==> src/rtl/beep_sequencer.sv <==
// -----------------------------------------------------------------------------
// beep_sequencer
//   Buzzer pattern generator. Derives N_TONES square-wave tones from the system
//   clock (tone code k runs at BASE_HZ << (k-1), code 0 and codes above N_TONES
//   are silent) and plays a requested pattern of 1..15 beeps with programmable
//   on and off lengths, measured in units of UNIT_CYC clock cycles.
//
//   Optional feature: define BEEP_ABORT_EN to add the 'abort' input, which
//   returns the sequencer to IDLE from any active state without pulsing done.
//
// Ports:
//   Clk        in   system clock, rising edge
//   Rst        in   asynchronous active-high reset
//   req        in   start request (ignored while busy)
//   tone       in   tone code, captured with req
//   beeps      in   number of beeps (0 = just pulse done), captured with req
//   on_units   in   beep length in units (0 is treated as 1), captured with req
//   off_units  in   gap length in units (0 = gapless), captured with req
//   abort      in   (BEEP_ABORT_EN only) cancel the running pattern
//   busy       out  high while a pattern is in progress, FIN cycle included
//   done       out  one-cycle pulse when a pattern completes
//   BuFreq     out  registered square wave to the buzzer
// -----------------------------------------------------------------------------
module beep_sequencer #(
  parameter int CLK_HZ   = 50000000,
  parameter int BASE_HZ  = 500,
  parameter int N_TONES  = 3,
  parameter int TONE_W   = 2,
  parameter int UNIT_CYC = 2500000
) (
  input  logic              Clk,
  input  logic              Rst,
  input  logic              req,
  input  logic [TONE_W-1:0] tone,
  input  logic [3:0]        beeps,
  input  logic [7:0]        on_units,
  input  logic [7:0]        off_units,
`ifdef BEEP_ABORT_EN
  input  logic              abort,
`endif
  output logic              busy,
  output logic              done,
  output logic              BuFreq
);

  // Largest half period belongs to tone code 1.
  localparam int HALF_MAX = (CLK_HZ / (2 * BASE_HZ) < 1) ? 1 : CLK_HZ / (2 * BASE_HZ);
  localparam int HW       = $clog2(HALF_MAX + 1);
  localparam int CNT_W    = $clog2(UNIT_CYC * 255);

  typedef enum logic [1:0] {IDLE, ON, OFF, FIN} state_t;

  // Half period in cycles for a tone code; 0 marks a silent code.
  function automatic int half_of(input logic [TONE_W-1:0] code);
    int h;
    if (code == '0 || int'(code) > N_TONES) return 0;
    h = CLK_HZ / (2 * (BASE_HZ << (int'(code) - 1)));
    return (h < 1) ? 1 : h;
  endfunction

  state_t            state_q, state_d;
  logic [HW-1:0]     half_q, half_d;          // captured half period, 0 = rest
  logic [3:0]        left_q, left_d;          // beeps still to play
  logic [CNT_W-1:0]  on_len_q, on_len_d;      // ON length minus one
  logic [CNT_W-1:0]  off_len_q, off_len_d;    // OFF length minus one
  logic              gapless_q, gapless_d;    // off_units was zero
  logic [CNT_W-1:0]  phase_cnt_q, phase_cnt_d; // cycles left in phase minus one
  logic [HW-1:0]     tone_cnt_q, tone_cnt_d;
  logic              buf_q, buf_d;
  logic              zero_done_q, zero_done_d; // done pulse for a beeps=0 request

  logic              abort_w;
  logic [HW-1:0]     cap_half;
  logic [CNT_W-1:0]  cap_on_len;
  logic [CNT_W-1:0]  cap_off_len;
  logic              audible;

`ifdef BEEP_ABORT_EN
  assign abort_w = abort;
`else
  assign abort_w = 1'b0;
`endif

  // Derived forms of the request fields, stored at capture time so the
  // running pattern never looks at the live inputs again.
  assign cap_half    = HW'(half_of(tone));
  assign cap_on_len  = CNT_W'(((on_units == 8'd0) ? 1 : int'(on_units)) * UNIT_CYC - 1);
  assign cap_off_len = (off_units == 8'd0) ? '0 : CNT_W'(int'(off_units) * UNIT_CYC - 1);
  assign audible     = (half_q != '0);

  // NOTE: every signal written here gets its default first, so no path can
  // leave one unassigned and infer a latch.
  always_comb begin
    state_d     = state_q;
    half_d      = half_q;
    left_d      = left_q;
    on_len_d    = on_len_q;
    off_len_d   = off_len_q;
    gapless_d   = gapless_q;
    phase_cnt_d = phase_cnt_q;
    tone_cnt_d  = tone_cnt_q;
    buf_d       = buf_q;
    zero_done_d = 1'b0;

    unique case (state_q)
      IDLE: begin
        buf_d = 1'b0;
        if (req && !abort_w) begin
          half_d    = cap_half;
          left_d    = beeps;
          on_len_d  = cap_on_len;
          off_len_d = cap_off_len;
          gapless_d = (off_units == 8'd0);
          if (beeps == 4'd0) begin
            zero_done_d = 1'b1;
          end else begin
            state_d     = ON;
            phase_cnt_d = cap_on_len;
            tone_cnt_d  = '0;
            buf_d       = (cap_half != '0);
          end
        end
      end
      ON: begin
        if (phase_cnt_q == '0) begin
          left_d = left_q - 4'd1;
          if (left_q == 4'd1) begin
            state_d = FIN;
            buf_d   = 1'b0;
          end else if (!gapless_q) begin
            state_d     = OFF;
            phase_cnt_d = off_len_q;
            buf_d       = 1'b0;
          end else begin
            // Back-to-back beep: tone phase restarts high.
            phase_cnt_d = on_len_q;
            tone_cnt_d  = '0;
            buf_d       = audible;
          end
        end else begin
          phase_cnt_d = phase_cnt_q - CNT_W'(1);
          if (audible) begin
            if (tone_cnt_q == half_q - HW'(1)) begin
              tone_cnt_d = '0;
              buf_d      = ~buf_q;
            end else begin
              tone_cnt_d = tone_cnt_q + HW'(1);
            end
          end
        end
      end
      OFF: begin
        buf_d = 1'b0;
        if (phase_cnt_q == '0) begin
          state_d     = ON;
          phase_cnt_d = on_len_q;
          tone_cnt_d  = '0;
          buf_d       = audible;
        end else begin
          phase_cnt_d = phase_cnt_q - CNT_W'(1);
        end
      end
      FIN: begin
        state_d = IDLE;
        buf_d   = 1'b0;
      end
      default: state_d = IDLE;
    endcase

    if (abort_w && state_q != IDLE) begin
      state_d = IDLE;
      buf_d   = 1'b0;
    end
  end

  // NOTE: state registers use non-blocking assignments so every flop samples
  // the pre-edge values computed above.
  always_ff @(posedge Clk or posedge Rst) begin
    if (Rst) begin
      state_q     <= IDLE;
      half_q      <= '0;
      left_q      <= '0;
      on_len_q    <= '0;
      off_len_q   <= '0;
      gapless_q   <= 1'b0;
      phase_cnt_q <= '0;
      tone_cnt_q  <= '0;
      buf_q       <= 1'b0;
      zero_done_q <= 1'b0;
    end else begin
      state_q     <= state_d;
      half_q      <= half_d;
      left_q      <= left_d;
      on_len_q    <= on_len_d;
      off_len_q   <= off_len_d;
      gapless_q   <= gapless_d;
      phase_cnt_q <= phase_cnt_d;
      tone_cnt_q  <= tone_cnt_d;
      buf_q       <= buf_d;
      zero_done_q <= zero_done_d;
    end
  end

  assign busy   = (state_q != IDLE);
  assign done   = (state_q == FIN) || zero_done_q;
  assign BuFreq = buf_q;

endmodule

==> config.mk <==
export PLATFORM = sky130hd
export DESIGN_NAME = beep_sequencer
export DESIGN_NICKNAME = d
export VERILOG_FILES = /design/src/rtl/beep_sequencer.sv
export SDC_FILE = /design/constraint.sdc
export NUM_CORES = 1
export LEC_CHECK = 0
export ABC_CLOCK_PERIOD_IN_PS = 5400
export CORE_ASPECT_RATIO = 0.7
export CORE_UTILIZATION = 55
export DETAILED_ROUTE_END_ITERATION = 16
export GPL_ROUTABILITY_DRIVEN = 0
export PLACE_DENSITY_LB_ADDON = 0.05
export SLEW_MARGIN = 20
export SYNTH_ARGS = -nofsm -noshare
export SYNTH_HDL_FRONTEND = slang
export SYNTH_SLANG_ARGS = --single-unit
==> constraint.sdc <==
create_clock -name Clk -period 5.4 [get_ports Clk]
set_input_delay 1.35 -clock Clk [delete_from_list [all_inputs] [get_ports Clk]]
set_output_delay 1.35 -clock Clk [all_outputs]
set_load 0.005 [all_outputs]
* Word level (Yosys, flattened, before mapping)
Index checks and enable logic that the tools add are counted.
Storage, ports and cells: output and inout bits 3, ROM bits 0, memories kept 0, word-level logic and storage cells 98, bits in writable memories 0, register bits 131, bits in latches 0
Cells by class: mux-type cells 43, divide/modulo/power cells 1, reductions and logical operators 18, bitwise operators 1, multipliers 2, eq/ne operators 14, order comparisons 1, add/sub/neg operators 7, shifts and indexed selects 1
Operator list (count):
- two-way mux 30 bit | 7
- two-way mux 16 bit | 10
- one-hot mux 30 bit (3 select lines) | 1
- subtractor 30 x 1 -> 30 bit (second input constant) | 3
- multiplier 8 x 17 -> 25 bit (second input constant) | 2
- one-hot mux 16 bit (3 select lines) | 1
- divider 27 x 32 -> 32 bit (first input constant) | 1
- < comparator 32 x 2 -> 1 bit (second input constant) | 1
- nonzero test 16 bit | 2
- << shifter 9 x 32 -> 31 bit (first input constant) | 1
- logical NOT 30 bit | 1
- adder 16 x 1 -> 16 bit (second input constant) | 1
- equality test 16 bit | 1
- logical NOT 8 bit | 2
- subtractor 16 x 1 -> 16 bit (second input constant) | 1
- != test 3 bit (second input constant) | 5
- two-way mux 1 bit | 12
- two-way mux 2 bit | 6
- two-way mux 4 bit | 2
- two-way mux 8 bit | 1
- != test 2 bit (second input constant) | 4
- one-hot mux 2 bit (4 select lines) | 1
- one-hot mux 4 bit (2 select lines) | 1
- AND reduction 7 bit | 1
- other kinds (16) | 20

* Logic depth before layout (Yosys ltp)
Gate-level depths: netlist of the first run.
depth after elaboration 10, mapped depth 23, depth with buffers taken out 23

* Worst setup path after synthesis of the first run
No wires, ideal clock.
path type input port to flip-flop, start in on_units[6], end reg on_len_q[29], stages 22, setup time 0.125 ns, arrival 6.712 ns, path slack -1.437 ns, cells stage by stage inv_1 > ha_1 > nand3_1 > nor3_1 > nor2_1 > ha_1 > ha_1 > fa_1 > inv_1 > fa_1 > inv_1 > ha_1 > a211oi_1 > o31ai_1 > a21oi_1 > o21ai_1 > xor2_1 > or4_4 > nor4b_4 > nand4_1 > xnor2_1 > mux2_2
On the way: cells in the longest elaborated chain, start to end 4
Ends and longest elaborated chain:
- from (decl) | line 36 | input logic [7:0] on_units,
- logical NOT 8 bit | line 87 | assign cap_on_len = CNT_W'(((on_units == 8'd0) ? 1 : int'(on_units)) * UNIT_CYC - 1);
- two-way mux 8 bit * | line 87
- multiplier 8 x 17 -> 25 bit * | line 87
- subtractor 30 x 1 -> 30 bit * | line 87
- to (signal assigned) | line 194 | on_len_q <= on_len_d;
- to (decl) | line 64 | logic [CNT_W-1:0] on_len_q, on_len_d;
Mark *: on every way between the ends. The rest lies on a longest branch, timed or not. A chain may end at the register's enable or synchronous reset.

* Final worst setup path of the first run
start in on_units[6], end reg on_len_q[28]
The elaborated chain is that of the path after synthesis.

==> impl_metrics.tcl, run 1 <==
set metrics [dict create \
    drt_iter0_drc 1000 \
    synthArstFlopShare_pct 100 \
    synth_top_area_share_pct 23.9 \
    dp_slack_ns -1.58 \
    cp_common_cell "buf_6" \
    sequentialPowerShare_pct 18.0 \
    start_util_pct 57.0 \
    start_kind "input port" \
    post-route-min-period_ns 6.11 \
    clock-sinks 115 \
    cts.htree.levels 4 \
    path_max_fanout 6 \
    fin_crit_sh_pct 113 \
    syn_nets 1655 \
    crit_required_ns 5.71 \
    ys_ff_latch 115 \
    io_buffers 27 \
    dpl.cell_count 1931 \
    drive_gt1_share_pct 33.0 \
    drt-total-wl_um 37300 \
    r2r_slack_ns 1.52 \
    fmax_mhz 164 \
    yosysMostFrequentCell "o21ai_0" \
    fillers 1377 \
    nNetsFinal 1937 \
    ys.flop_type "dfrtp_1" \
    syn-instance-count 1433 \
    drt-pass1-iter-count 5 \
    cpMaxStageDelayCell "fa_1" \
    slowest_delay_ns 0.48 \
    routed_via_density 5.94 \
    crit_family "simple AND/OR/NAND/NOR gates" \
    netlist_top_cells_area "dfrtp_1 (24%), ha_1 (17%), o21ai_0 (6.8%)" \
    die_h_um 126 \
    pwr-share-comb_pct 69.3 \
    grt_antenna_before_repair 2 \
    syn_to_final_growth_pct 39.5 \
    track_usage_pct 33.0 \
    setup_viol 34 \
    slew_violations 0 \
    clock_latency_ns 0.42 \
    tritoncts "built" \
    hold_viol 0 \
    grt_pass1_wl_um 58900 \
    yosysSeqAreaShare_pct 23.9 \
    die_area_um2 22500 \
    synth_cell_types 77 \
    clockRootBuffer "clkbuf_16" \
    setup_tns_ns -14.11 \
    synthTopCellsByCount "o21ai_0 (164), ha_1 (159), nand2_1 (155), inv_1 (127), dfrtp_1 (115)" \
    cts_buffers 17 \
    path_buf_inv 10 \
    die_w_um 179 \
    rows 44 \
    slew_headroom_pct 31.4 \
    ant_nets 0 \
    seq_area_um2 2880 \
    outcome "finished, violations left" \
    fin_cells 2003 \
    cts_buffer_depth 2 \
    final_area_um2 16800 \
    ir_drop_mv 0.334 \
    hold_buffers 0 \
    hold_path.class "reg -> reg" \
    clk_pin_slew_worst_paths_ns 0.06 \
    tightest_slew_ns 1.02 \
    p_int_mw 4.78 \
    vias 11900 \
    grt_pass1_vias 11600 \
    final_util_pct 79.6 \
    fin_ws_ns -0.712 \
    clock_skew_ns 0.0195 \
    grt_setup_unrepaired "true" \
    powerDensity_nw_per_um2 528 \
    clkPwrFrac_pct 12.7 \
    crit_arrival_ns 6.42 \
    wl_per_cell_um 18.6 \
    maxCapViolCount 0 \
    power.leakage_nw 7.84 \
    crit_path_end_kind "register" \
    yosysTopAreaCell "dfrtp_1" \
    post_dp_cell_area_um2 14800 \
    grt_max_degree 73 \
    grt.overflow.total 0 \
    multi_input_area_um2 9760 \
    violations "setup timing" \
    hpwl_um 26500 \
    yosys_warnings 0 \
    drc_errors 0 \
    critical_path_class "in -> reg" \
    synth_edf_count 0 \
    switchingPower_mw 4.07 \
    syn_area_um2 12000 \
    p_sw_share_pct 46.0 \
    io-pin-count 28 \
    coreArea_um2 21100 \
    syn_avg_cell_area_um2 8.39 \
]
path summary, 6_finish.rpt:
check                               start             to  cells past startpoint
min in group asynchronous             Rst  tone_cnt_q[7]                      2
setup / recovery              on_units[6]   on_len_q[28]                     28
setup reg to reg           phase_cnt_q[2]  tone_cnt_q[4]                      8
hold / removal              off_len_q[16]  off_len_q[16]                      2
hold reg to reg             off_len_q[16]  off_len_q[16]                      2
max in group asynchronous             Rst   on_len_q[19]                      3
cells by family after synthesis:
logic type               count (synthesis)  synth area share (%)
flip-flops                             115                  23.9
AO/OA/AOI/OAI                          370                  19.0
XOR/XNOR                               108                  7.86
adder cells (fa/ha/maj)                197                  22.9
buffers and inverters                  186                  5.89
AND/OR/NAND/NOR                        419                  17.0
multiplexers                            38                  3.46
power groups by stage:
stage          clock network [mW]  logic, mW  registers (mW)
6_report                     1.12       6.14            1.59
5_1_grt                      1.17       6.66            1.63
4_1_cts                      1.13       5.56            1.57
3_5_place_dp                    0       5.14            1.58
3_3_place_gp                    0       5.01            1.57
2_1_floorplan                   0       3.35            1.43
sequential cells by signal, indices dropped and copies added, names as in the netlist:
name	flops
gapless_q	1
on_len_q	26
phase_cnt_q	30
left_q	4
half_q	8
zero_done_q	1
tone_cnt_q	16
off_len_q	26
BuFreq	1
state_q	2
cells in the final DEF, fill, tap and decap left out, types with 11 or more instances in the layout:
cell	count
ha_4	26
mux2_2	25
nand2_1	147
xnor2_1	41
xnor2_2	15
a21oi_1	51
nand2b_1	12
dfrtp_1	115
nor4_1	11
o21ai_1	27
inv_2	15
xor2_1	43
a21o_1	15
clkbuf_16	17
fa_1	34
buf_4	270
ha_1	129
inv_1	102
nor2_1	74
nor3_1	29
a22o_1	11
nand3_1	25
o21ai_2	14
o21ai_0	125
clkdlybuf4s50_1	11
buf_6	27
through the flow:
step,hold slack (ns),power (mW)
after floorplan,0.446,4.78
after global placement,0.460,6.58
after detailed placement,0.468,6.72
after CTS,0.484,8.26
after global routing,0.511,9.47
final,0.485,8.86
tightest hold or removal path, stage by stage, from the launching register on:
cell	delay, ns
dfrtp_1	0.34
nand2_1	0.04
o21ai_0	0.06
layer usage:
layer,up-vias,wire length [um],track usage (%)
met3,47,2800,7.73
met4,0,531,7.18
met2,424,16900,50.1
met1,5816,17100,47.7
met5,-,0,0
li1,5608,-,-
final cells by class:
| type | instances | share of cell area (%) |
|---|---|---|
| multi-input cells | 1132 | 58.2 |
| flip-flops and latches | 115 | 17.1 |
| repair buffers | 322 | 15.8 |
| inverters | 127 | 3.35 |
| clock buffers | 22 | 2.83 |
| well taps | 276 | 2.06 |
| clock inverters | 8 | 0.619 |
| diodes | 1 | 0.0149 |
repair_timing:
action,in CTS,in global routing
endpoints found under the setup margin,48,44
gates resized for setup,183,134
pin swaps,84,91
buffers inserted,30,17
Note: power is estimated with default switching activity, not from simulation.
==> run 2, diff against run 1 <==
ABC_CLOCK_PERIOD_IN_PS = 7380   (was 5400)
CAP_MARGIN = 10   (was default)
clock period = 7.38 ns   (was 5.4 ns; I/O delays follow)
==> run 2 against run 1 <==
  * The run now ends clean
  * Total power is 39% lower
  * Setup slack better by 0.94 ns
  * Critical path depth decreased by 2
==> impl_metrics.tcl, run 2 (synthesis results as in run 1) <==
set metrics [dict create \
    clock-sinks 115 \
    min-delay-start "off_len_q[16]" \
    ir_drop_mv 0.285 \
    ant_nets 0 \
    drive_gt1_share_pct 15.4 \
    powerDensity_nw_per_um2 380 \
    clock_latency_ns 0.43 \
    start_kind "input port" \
    power_mw 5.36 \
    routed_via_density 5.89 \
    regMostFlops "phase_cnt_q" \
    coreArea_um2 21100 \
    cp-startpoint "on_units[2]" \
    die_h_um 126 \
    maxCapViolCount 0 \
    reg_top3 "phase_cnt_q x30, off_len_q x26, on_len_q x26" \
    die_w_um 179 \
    fmax_mhz 140 \
    syn_to_final_growth_pct 17.5 \
    grt_max_degree 65 \
    setup_viol 0 \
    io_buffers 27 \
    drt-pass1-iter-count 5 \
    final_common_cell "o21ai_0" \
    tightest_slew_ns 0.927 \
    clk_pin_slew_worst_paths_ns 0.06 \
    hold_buffers 0 \
    cts_setup_buffers 0 \
    fin_crit_sh_pct 96.9 \
    crit_path_end_kind "register" \
    tritoncts "built" \
    drt_iter0_drc 939 \
    drc_errors 0 \
    critical_path_class "in -> reg" \
    hold_slack_ns 0.477 \
    drt-total-wl_um 32700 \
    die_area_um2 22500 \
    dpl.cell_count 1812 \
    nNetsFinal 1777 \
    wl_per_cell_um 17.7 \
    r2r-start "phase_cnt_q[7]" \
    crit_arrival_ns 7.47 \
    outcome "finished clean" \
    slew_violations 0 \
    grt.overflow.total 0 \
    hpwl_um 25500 \
    crit_required_ns 7.70 \
    final_util_pct 67.0 \
    grt_setup_unrepaired "true" \
    hold_viol 0 \
    cts.htree.levels 4 \
    worst-r2r-cell-count 10 \
    io-pin-count 28 \
    setup_tns_ns 0 \
    power.leakage_nw 6.67 \
    clockRootBuffer "clkbuf_16" \
    cts_buffers 17 \
    cts_resized 0 \
    clock_skew_ns 0.0148 \
    vias 10900 \
    diodes 0 \
    rows 44 \
    track_usage_pct 30.1 \
    path_max_fanout 5 \
    post-route-min-period_ns 7.15 \
    grt_pass1_wl_um 53300 \
    cts_buffer_depth 2 \
    largest_register_ffs 30 \
    hold_path.class "reg -> reg" \
    final_cell_mix "o21ai_0 (162), ha_1 (159), nand2_1 (154)" \
    fin_cells 1843 \
    start_util_pct 57.0 \
    grt_antenna_before_repair 2 \
    whs_path_depth 2 \
    slew_headroom_pct 37.7 \
    grt_pass1_vias 10300 \
]
-- run 2: changes by cell type in the layout (fill, tap and decap cells not counted), sizes merged, moves of 2 or more --
cell           before  now
buf               307  135
clkbuf             23   20
clkdlybuf4s50      11   27
clkinv              6    4
clkinvlp            1    3
dlygate4sd2         2    0
inv               126  129
-- run 2: per-stage QoR --
step	setup WS (ns)	area (um^2)
floorplan	0.0484	12000
detailed placement	-0.370	13400
finish	0.231	14100
global route	-0.0390	14100
global placement	-0.160	13400
CTS	0.0787	14000
-- run 2: report_power, final --
part / switching (mW) / total, mW / internal [mW]
Clock: 0.311 / 0.834 / 0.523
Sequential: 0.264 / 1.16 / 0.897
Combinational: 1.93 / 3.37 / 1.44
-- run 2: layout make-up --
type / instances / area (um^2)
clock buffers: 20 / 467
clock inverters: 11 / 128
fillers: 1764 / 6960
inverters: 127 / 479
multi-input cells: 1132 / 8550
flip-flops and latches: 115 / 2880
well taps: 276 / 345
repair buffers: 162 / 1280
-- run 2: worst paths after layout --
check                           slack [ns]        endpoint
worst max-delay path                  0.23    on_len_q[28]
worst min-delay path                  0.48   off_len_q[16]
max in group asynchronous             4.19   off_len_q[23]
worst max register to register        3.26  tone_cnt_q[10]
min in group asynchronous             1.88   tone_cnt_q[7]
worst min register to register        0.48   off_len_q[16]
-- run 2: metal layers --
| metal | vias up | routed length (um) | GRT usage (%) |
|---|---|---|---|
| li1 | 5291 | - | - |
| met1 | 5166 | 16900 | 48.1 |
| met2 | 379 | 12900 | 40.9 |
| met3 | 16 | 2650 | 6.76 |
| met4 | 0 | 191 | 5.28 |
| met5 | - | 0 | 0 |
-- run 2: critical path, cell delays in order --
cell,delay (ns)
clkdlybuf4s50_1,0.43
inv_1,0.10
ha_1,0.15
nand3_1,0.08
nor3_1,0.14
buf_4,0.16
nor2_1,0.06
buf_4,0.13
ha_1,0.21
xor2_1,0.16
ha_1,0.19
a21o_1,0.17
fa_1,0.47
fa_1,0.50
ha_1,0.34
a21oi_1,0.19
o31ai_2,0.10
buf_4,0.16
a21oi_2,0.18
o21ai_2,0.07
xor2_1,0.16
or4_4,0.58
nor3_1,0.26
and4bb_2,0.26
xnor2_1,0.08
mux2_2,0.27
==> run 3, diff against run 2 <==
ABC_AREA = 1   (was default)
ABC_CLOCK_PERIOD_IN_PS = 7000   (was 7380)
clock period = 7 ns   (was 7.38 ns; I/O delays follow)
==> run 3 against run 2 <==
  * Non-clock buffer count fell by 112
  * Via count rose by 13%
  * Clock-buffer cell count fell by 1
  * Clock skew is 0.0069 ns lower
  * Die area grew 7.1%
  * Routed wire length up 10%
  * Clock power increased by 7.2%
  * Total power rose by 2.3%
  * Cell count grew 21%
  * Sequential power barely moved
  * Critical path depth up 4
  * Flip-flop and latch count unchanged
  * Critical endpoint is now phase_cnt_q[29]
  * Largest cell class unchanged
==> impl_metrics.tcl, run 3 <==
set metrics [dict create \
    start_util_pct 56.4 \
    r2r-start "phase_cnt_q[0]" \
    maxCapViolCount 0 \
    crit_path_end_kind "register" \
    syn_to_final_growth_pct 9.81 \
    clk_pin_slew_worst_paths_ns 0.06 \
    final_util_pct 62.0 \
    regMostFlops "phase_cnt_q" \
    syn_area_um2 12900 \
    wl_met2_um 12900 \
    final_cell_mix "nand2_1 (454), inv_1 (302), nor2_1 (173)" \
    wl_met1_um 19500 \
    path_buf_inv 5 \
    grt_max_degree 65 \
    cts_buffers 17 \
    dpl.cell_count 2191 \
    synth_top_area_share_pct 22.3 \
    die_w_um 185 \
    cpMaxStageDelayCell "fa_1" \
    drive_gt1_share_pct 5.70 \
    clock_skew_ns 0.00786 \
    ir_drop_mv 0.245 \
    syn-instance-count 1866 \
    grt_pass1_vias 10900 \
    synth_top_family_by_area "simple AND/OR/NAND/NOR gates" \
    cts_setup_buffers 0 \
    worst-r2r-cell-count 13 \
    drt-total-wl_um 36000 \
    yosys_warnings 0 \
    min_to "on_len_q[10]" \
    routed_via_density 5.53 \
    crit_arrival_ns 6.92 \
    crit_family "adder cells" \
    hold_viol 0 \
    setup_tns_ns 0 \
    yosysMostFrequentCell "nand2_1" \
    cp_common_cell "nand2_1" \
    fin_cells 2223 \
    rows 46 \
    post-route-min-period_ns 6.61 \
    diodes 0 \
    ys_ff_latch 115 \
    power.leakage_nw 7.57 \
    cts.htree.levels 4 \
    synth_fa_ha_area_share_pct 21.3 \
    drt-pass1-iter-count 7 \
    synth_edf_count 0 \
    drc_errors 0 \
    syn_nets 2088 \
    synth.area.mux_share_pct 0 \
    synthArstFlopShare_pct 100 \
    r2r_slack_ns 3.64 \
    yosysTopAreaCell "dfrtp_1" \
    cts_buffer_depth 2 \
    top_layer_used "met4" \
    grt.overflow.total 0 \
    synthXorXnorAreaFrac_pct 5.22 \
    ys.flop_type "dfrtp_1" \
    coreArea_um2 22800 \
    final_common_cell "nand2_1" \
    clock_latency_ns 0.42 \
    outcome "finished clean" \
    die_area_um2 24100 \
    hpwl_um 28700 \
    fin_crit_sh_pct 94.4 \
    nNetsFinal 2120 \
    grt_antenna_before_repair 0 \
    drt_iter0_drc 1287 \
    reg_top3 "phase_cnt_q x30, off_len_q x26, on_len_q x26" \
    power_mw 5.48 \
    fmax_mhz 151 \
    crit_required_ns 7.32 \
    synthTopCellsByCount "nand2_1 (455), inv_1 (303), nor2_1 (175), ha_1 (159), nand3_1 (130)" \
    clock-sinks 115 \
    largest_register_ffs 30 \
    path_max_fanout 6 \
    tightest_slew_ns 0.822 \
    timing.rr.end "phase_cnt_q[6]" \
    synthSimpleGateAreaFrac_pct 29.3 \
    fin_ws_ns 0.395 \
    min-delay-start "on_len_q[10]" \
    clockRootBuffer "clkbuf_16" \
    wl_met3_um 3360 \
    critical_path_class "in -> reg" \
    vias 12300 \
    synth_cell_types 49 \
    wl_per_cell_um 16.2 \
    io_buffers 27 \
    start_kind "input port" \
    syn_avg_cell_area_um2 6.91 \
    slew_violations 0 \
    slowest_delay_ns 0.53 \
    ant_nets 0 \
    yosysSeqAreaShare_pct 22.3 \
    synth_compound_area_share_pct 11.3 \
    netlist_top_cells_area "dfrtp_1 (22%), ha_1 (15%), nand2_1 (13%)" \
    hold_path.class "reg -> reg" \
    dp_slack_ns 0.00800 \
    tritoncts "built" \
    track_usage_pct 30.8 \
    slew_headroom_pct 45.2 \
    whs_path_depth 2 \
    setup_viol 0 \
    io-pin-count 28 \
    die_h_um 130 \
    grt_pass1_wl_um 57700 \
    powerDensity_nw_per_um2 387 \
]
==> run 3: worst reg2reg max path, delay by kind of cell (launching register included) <==
kind            cells  cell delay, ns
simple gates        6            1.19
buf+inv             3            0.76
compound gates      3            0.61
fa+ha+maj           1            0.37
flops               1            0.35
==> run 3: how the worst max path moves through the flow <==
stage / startpoint / to / slack [ns] / depth (start not counted)
floorplan: on_units[6] / phase_cnt_q[29] / 0.99 / 27
global placement: on_units[7] / on_len_q[24] / 0.15 / 26
detailed placement: on_units[7] / phase_cnt_q[29] / 0.008 / 28
CTS: on_units[7] / phase_cnt_q[29] / 0.47 / 28
global route: on_units[7] / phase_cnt_q[29] / -0.03 / 30
finish: on_units[7] / phase_cnt_q[29] / 0.39 / 30
==> run 3: area by class of cell <==
type	instances	area, um^2
flip-flops and latches	115	2880
fillers	2158	8690
well taps	312	390
repair buffers	50	443
inverters	313	1180
multi-input cells	1401	8670
clock inverters	13	160
clock buffers	19	443
==> run 3: metrics by stage <==
step	hold slack (ns)	cell area, um^2
after floorplan	0.442	12900
after global placement	0.454	13500
after detailed placement	0.460	13500
after CTS	0.476	14200
after global routing	0.498	14200
final	0.473	14200
==> run 3: repair_timing <==
item                                    in CTS  in global routing
resized for setup                            0                  3
endpoints found under the setup margin       0                  1
hold buffers                                 0                  0
==> run 3: power by group <==
part           internal, mW  leakage [nW]  switching [mW]
logic                  1.12          5.84            2.31
registers             0.945          1.44           0.215
clock network         0.567         0.293           0.326
==> run 3: cells by family after synthesis <==
family	Yosys count
adders and majority gates	197
AOI/OAI and AO/OA	258
and+or+nand+nor	870
buffers and inverters	350
DFF	115
xor gates and xnor gates	76
==> run 3: per-layer routing <==
layer	up-vias	global-route usage [%]
met5	-	0
met4	0	5.83
met3	26	6.87
met2	461	38.0
met1	5710	52.0
li1	6097	-
